$ cat config.mk
export PLATFORM = sky130hd
export DESIGN_NAME = piso_stream
export DESIGN_NICKNAME = d
export VERILOG_FILES = /design/src/rtl/piso_stream.sv
export SDC_FILE = /design/constraint.sdc
export NUM_CORES = 1
export LEC_CHECK = 0
export CORE_ASPECT_RATIO = 1.4
export CORE_MARGIN = 5
export CORE_UTILIZATION = 40
export CTS_CLUSTER_DIAMETER = 60
export DETAILED_ROUTE_END_ITERATION = 8
export PLACE_DENSITY = 0.72
export SYNTH_ARGS = -nofsm -noshare
export SYNTH_HDL_FRONTEND = slang
export SYNTH_SLANG_ARGS = --single-unit
$ cat constraint.sdc
create_clock -name clk -period 2.4 [get_ports clk]
set_clock_uncertainty 0.1 [all_clocks]
set_input_delay 0.24 -clock clk [delete_from_list [all_inputs] [get_ports clk]]
set_output_delay 0.24 -clock clk [all_outputs]
set_load 0.01 [all_outputs]
$ cat src/rtl/piso_stream.sv
// rtl/piso_stream.sv - parallel-in/serial-out serialiser with one-word hold buffer and frame markers
// Optional even-parity bit appended to each frame when PISO_STREAM_PARITY_EN is defined.
module piso_stream #(
  parameter int   LEN        = 8,
  parameter int   MSB_FIRST  = 0,
  parameter logic IDLE_LEVEL = 1'b0
) (
  input  logic           clk,
  input  logic           rst_n,
  input  logic           in_valid,
  output logic           in_ready,
  input  logic [LEN-1:0] in_data,
  output logic           serial_out,
  output logic           serial_valid,
  output logic           frame_start,
  output logic           frame_end,
  output logic           busy
);

`ifdef PISO_STREAM_PARITY_EN
  localparam int FRAME_BITS = LEN + 1;
`else
  localparam int FRAME_BITS = LEN;
`endif
  localparam int CW = $clog2(FRAME_BITS + 1);
  localparam logic [CW-1:0] LAST_CNT = CW'(FRAME_BITS);
  localparam logic [CW-1:0] PENULT_CNT = CW'(FRAME_BITS - 1);

  typedef enum logic {IDLE, SHIFT} state_t;

  state_t                state, state_nx;
  logic [LEN-1:0]        hold_data;
  logic                  hold_full;
  logic [FRAME_BITS-1:0] shift_reg, shift_nx;
  logic [CW-1:0]         cnt, cnt_nx;
  logic                  out_nx, valid_nx, start_nx, end_nx;
  logic                  hold_pop, accept;
  logic [FRAME_BITS-1:0] frame;

  // Frame laid out in emission order: frame[0] leaves first.
  always_comb begin
    frame = '0;
    for (int i = 0; i < LEN; i++) begin
      frame[i] = (MSB_FIRST != 0) ? hold_data[LEN-1-i] : hold_data[i];
    end
`ifdef PISO_STREAM_PARITY_EN
    frame[LEN] = ^hold_data;
`endif
  end

  always_comb begin
    state_nx = state;
    shift_nx = shift_reg;
    cnt_nx   = cnt;
    out_nx   = IDLE_LEVEL;
    valid_nx = 1'b0;
    start_nx = 1'b0;
    end_nx   = 1'b0;
    hold_pop = 1'b0;
    case (state)
      IDLE: begin
        if (hold_full) hold_pop = 1'b1;
      end
      SHIFT: begin
        if (cnt == LAST_CNT) begin
          if (hold_full) begin
            hold_pop = 1'b1;
          end else begin
            state_nx = IDLE;
            cnt_nx   = '0;
          end
        end else begin
          out_nx   = shift_reg[0];
          shift_nx = shift_reg >> 1;
          cnt_nx   = cnt + CW'(1);
          valid_nx = 1'b1;
          end_nx   = (cnt == PENULT_CNT);
        end
      end
      default: state_nx = IDLE;
    endcase
    // A load from hold overrides whatever the shifter would otherwise do.
    if (hold_pop) begin
      state_nx = SHIFT;
      out_nx   = frame[0];
      shift_nx = frame >> 1;
      cnt_nx   = CW'(1);
      valid_nx = 1'b1;
      start_nx = 1'b1;
      end_nx   = 1'b0;
    end
  end

  assign in_ready = !hold_full || hold_pop;
  assign accept   = in_valid && in_ready;
  assign busy     = (state == SHIFT) || hold_full;

  always_ff @(posedge clk) begin
    if (!rst_n) begin
      state        <= IDLE;
      hold_data    <= '0;
      hold_full    <= 1'b0;
      shift_reg    <= '0;
      cnt          <= '0;
      serial_out   <= IDLE_LEVEL;
      serial_valid <= 1'b0;
      frame_start  <= 1'b0;
      frame_end    <= 1'b0;
    end else begin
      state        <= state_nx;
      shift_reg    <= shift_nx;
      cnt          <= cnt_nx;
      serial_out   <= out_nx;
      serial_valid <= valid_nx;
      frame_start  <= start_nx;
      frame_end    <= end_nx;
      if (accept) begin
        hold_data <= in_data;
        hold_full <= 1'b1;
      end else if (hold_pop) begin
        hold_full <= 1'b0;
      end
    end
  end

endmodule

==> results.ini <==
[run_status]
status=completed

[routing]
vias_per_cell=5.10
drt_iter0_drc=22
vias=897
drt_wl_total_um=2200
wl_per_cell_um=12.5
ant_nets=0
drc_errors=0
dr.pass1.iters=3

[timing]
period_minus_slack_ps=2280
fmax_ghz=0.438
rsz0062_at_grt=no
finalSetupTns_ps=0
final_max_slew_viol_count=0
hold_viol_final=0
slew_headroom_pct=72.8
tightest_slew_ps=408
finalSetupViolCount=0
period_share_pct=95.1

[cells_and_area]
drive_above_1_share_pct=10.8
antennaDiodeCount=0
fill_cells=273
largest_reg_flops=8
final_common_cell=nand2_1
nets=153
finalNonFillerCells=176
final_cell_mix=nand2_1, dfxtp_1, clkdlybuf4s50_1, nand4_1, mux2i_1
area_growth_pct=19.2

[critical_path]
critPathKind=reg -> out
end_kind=output pin
ff2ff_path_depth=5
path_cells=inv_1 > ha_1 > nand3b_4 > and2_4 > nand2_1 > clkdlybuf4s50_1
r2r_start=cnt[0]$_SDFFE_PN0P_
worstPathMaxFanout=12
cp-start-kind=flip-flop
arrival_ps=1940
r2r_setup_slack_ps=730
slowest_stage=clkdlybuf4s50_1
timing.rr.end=frame[5]$_SDFFE_PN0P_
cpPeakStageDelay_ps=530
required_ps=2060

[yosys]
ys_seq_area_share_pct=44.1
synth_edf_count=0
postSynthRegisterBits=25
synth_warnings=0
synth_ff_type=dfxtp_1
synth_cells=127
avgSynthCellArea_um2=8.95
ys_async_sr_fraction_pct=0
netlist_area_um2=1140
synth.distinct_cells=28
synth_nets=140

[clock_network]
numClockSinks=25
clock_path_buffers=2
numCtsBuffers=3
path_clk_slew_ps=80
htree_levels=1
cts_root_buffer=clkbuf_8
tritoncts=built
cts_setup_buffers=0
post_cts_resized=0
postCtsHoldBufs=0
clk_latency_ps=270

[power_and_ir_drop]
power_density_nw_per_um2=596
ir_drop_v=0.000464
leakagePower_nw=0.539

[floorplan]
die_h_um=73.1
initial_core_util_pct=40.7
core_um2=2790
dieWidth_um=55.0
dieArea_um2=4020
row_count=23
pin_count=17

[flow_run]
drv_cap=0

[place]
gp_congestion=0.859
numPortBuffers=16
hpwl_um=1570
dpl.cell_count=172

[hold_path]
holdPathEnd=frame[7]$_SDFFE_PN0P_
worst_hold_path_type=reg -> reg
worstHoldPathCells=2
min_from=frame[7]$_SDFFE_PN0P_

[global_routing]
grt_pass1_vias=920
grt_usage_pct=12.6
globalRoute.totalOverflow=0
grt_pass1_wl_um=3820
grt_max_degree=44
antenna_found_initial=0

==> cells by family (layout without fill, tap and decap cells) <==
kind of cell,count (synthesis),in the layout,share of synthesized area (%)
AOI/OAI and AO/OA,19,19,11.6
adders and majority gates,2,2,2.20
xor gates and xnor gates,1,1,0.771
buffers and inverters,17,29,6.94
and+or+nand+nor,48,48,20.5
muxes,15,15,14.0
DFF,25,25,44.1
==> through the flow <==
step	total power [mW]	hold WS (ps)	worst slack, ps	cell area, µm²	utilization [%]
after floorplan	0.530	249	960	1140	-
after global placement	0.565	344	469	1310	46.9
after detailed placement	0.569	350	430	1310	46.9
after CTS	0.817	362	119	1350	48.5
after global routing	0.849	398	42.8	1350	48.5
final	0.807	362	118	1350	48.5
==> worst max path at each step <==
| stage | start | endpoint | cells after the start |
|---|---|---|---|
| floorplan | cnt[0]$_SDFFE_PN0P_ | cnt[0]$_SDFFE_PN0P_ | 6 |
| global placement | cnt[0]$_SDFFE_PN0P_ | in_ready | 6 |
| detailed placement | cnt[0]$_SDFFE_PN0P_ | in_ready | 6 |
| CTS | cnt[0]$_SDFFE_PN0P_ | in_ready | 6 |
| global route | cnt[0]$_SDFFE_PN0P_ | in_ready | 6 |
| finish | cnt[0]$_SDFFE_PN0P_ | in_ready | 6 |
==> synthesized netlist by cell type (2+ instances only) <==
cell      number  share of area [%]
and3_1         2                1.1
nand3_1        2               0.88
o21ai_1        3                1.3
mux2i_1        8                7.0
mux2_2         6                5.9
buf_2          3                1.3
a21oi_1        2               0.88
o22ai_1        2                1.1
clkbuf_1       5                1.7
nand4_1        8                4.4
a21boi_0       3                2.0
nand2_1       30                9.9
dfxtp_1       25                 44
ha_1           2                2.2
nor2_1         3               0.99
o21ai_0        5                2.2
inv_1          6                2.0
o211ai_1       2                1.3
==> layout make-up <==
cell class | instances | area (µm²) | share of cell area (%)
flip-flops and latches | 25 | 500 | 37.0
repair buffers | 19 | 183 | 13.5
multi-input cells | 85 | 557 | 41.1
inverters | 6 | 22.5 | 1.66
well taps | 37 | 46.3 | 3.42
clock buffers | 4 | 45.0 | 3.33
==> routing by layer <==
layer  routed length, µm  up-vias  track usage [%]  share of wire, %
met5                   0        -                0                 0
met4                  27        0             7.84               1.2
met3                  86        4             2.66               3.9
met2                1150       11             20.8                52
met1                 936      427             14.2                42
li1                    -      455                -                 -
==> power by group <==
| group | switching, mW | total (mW) | internal (mW) | leakage (nW) |
|---|---|---|---|---|
| sequential | 0.0164 | 0.451 | 0.435 | 0.204 |
| clock | 0.130 | 0.248 | 0.119 | 0.0228 |
| combinational | 0.0521 | 0.108 | 0.0558 | 0.312 |
| total | 0.198 | 0.807 | 0.609 | 0.539 |
==> worst max-delay path, delay by kind of cell, from the launching register on <==
family	cells	cell delay, ps
adder cells (fa/ha/maj)	1	210
buffers and inverters	2	600
flip-flops	1	360
AND/OR/NAND/NOR	3	490
(Power assumes the default switching activity.)
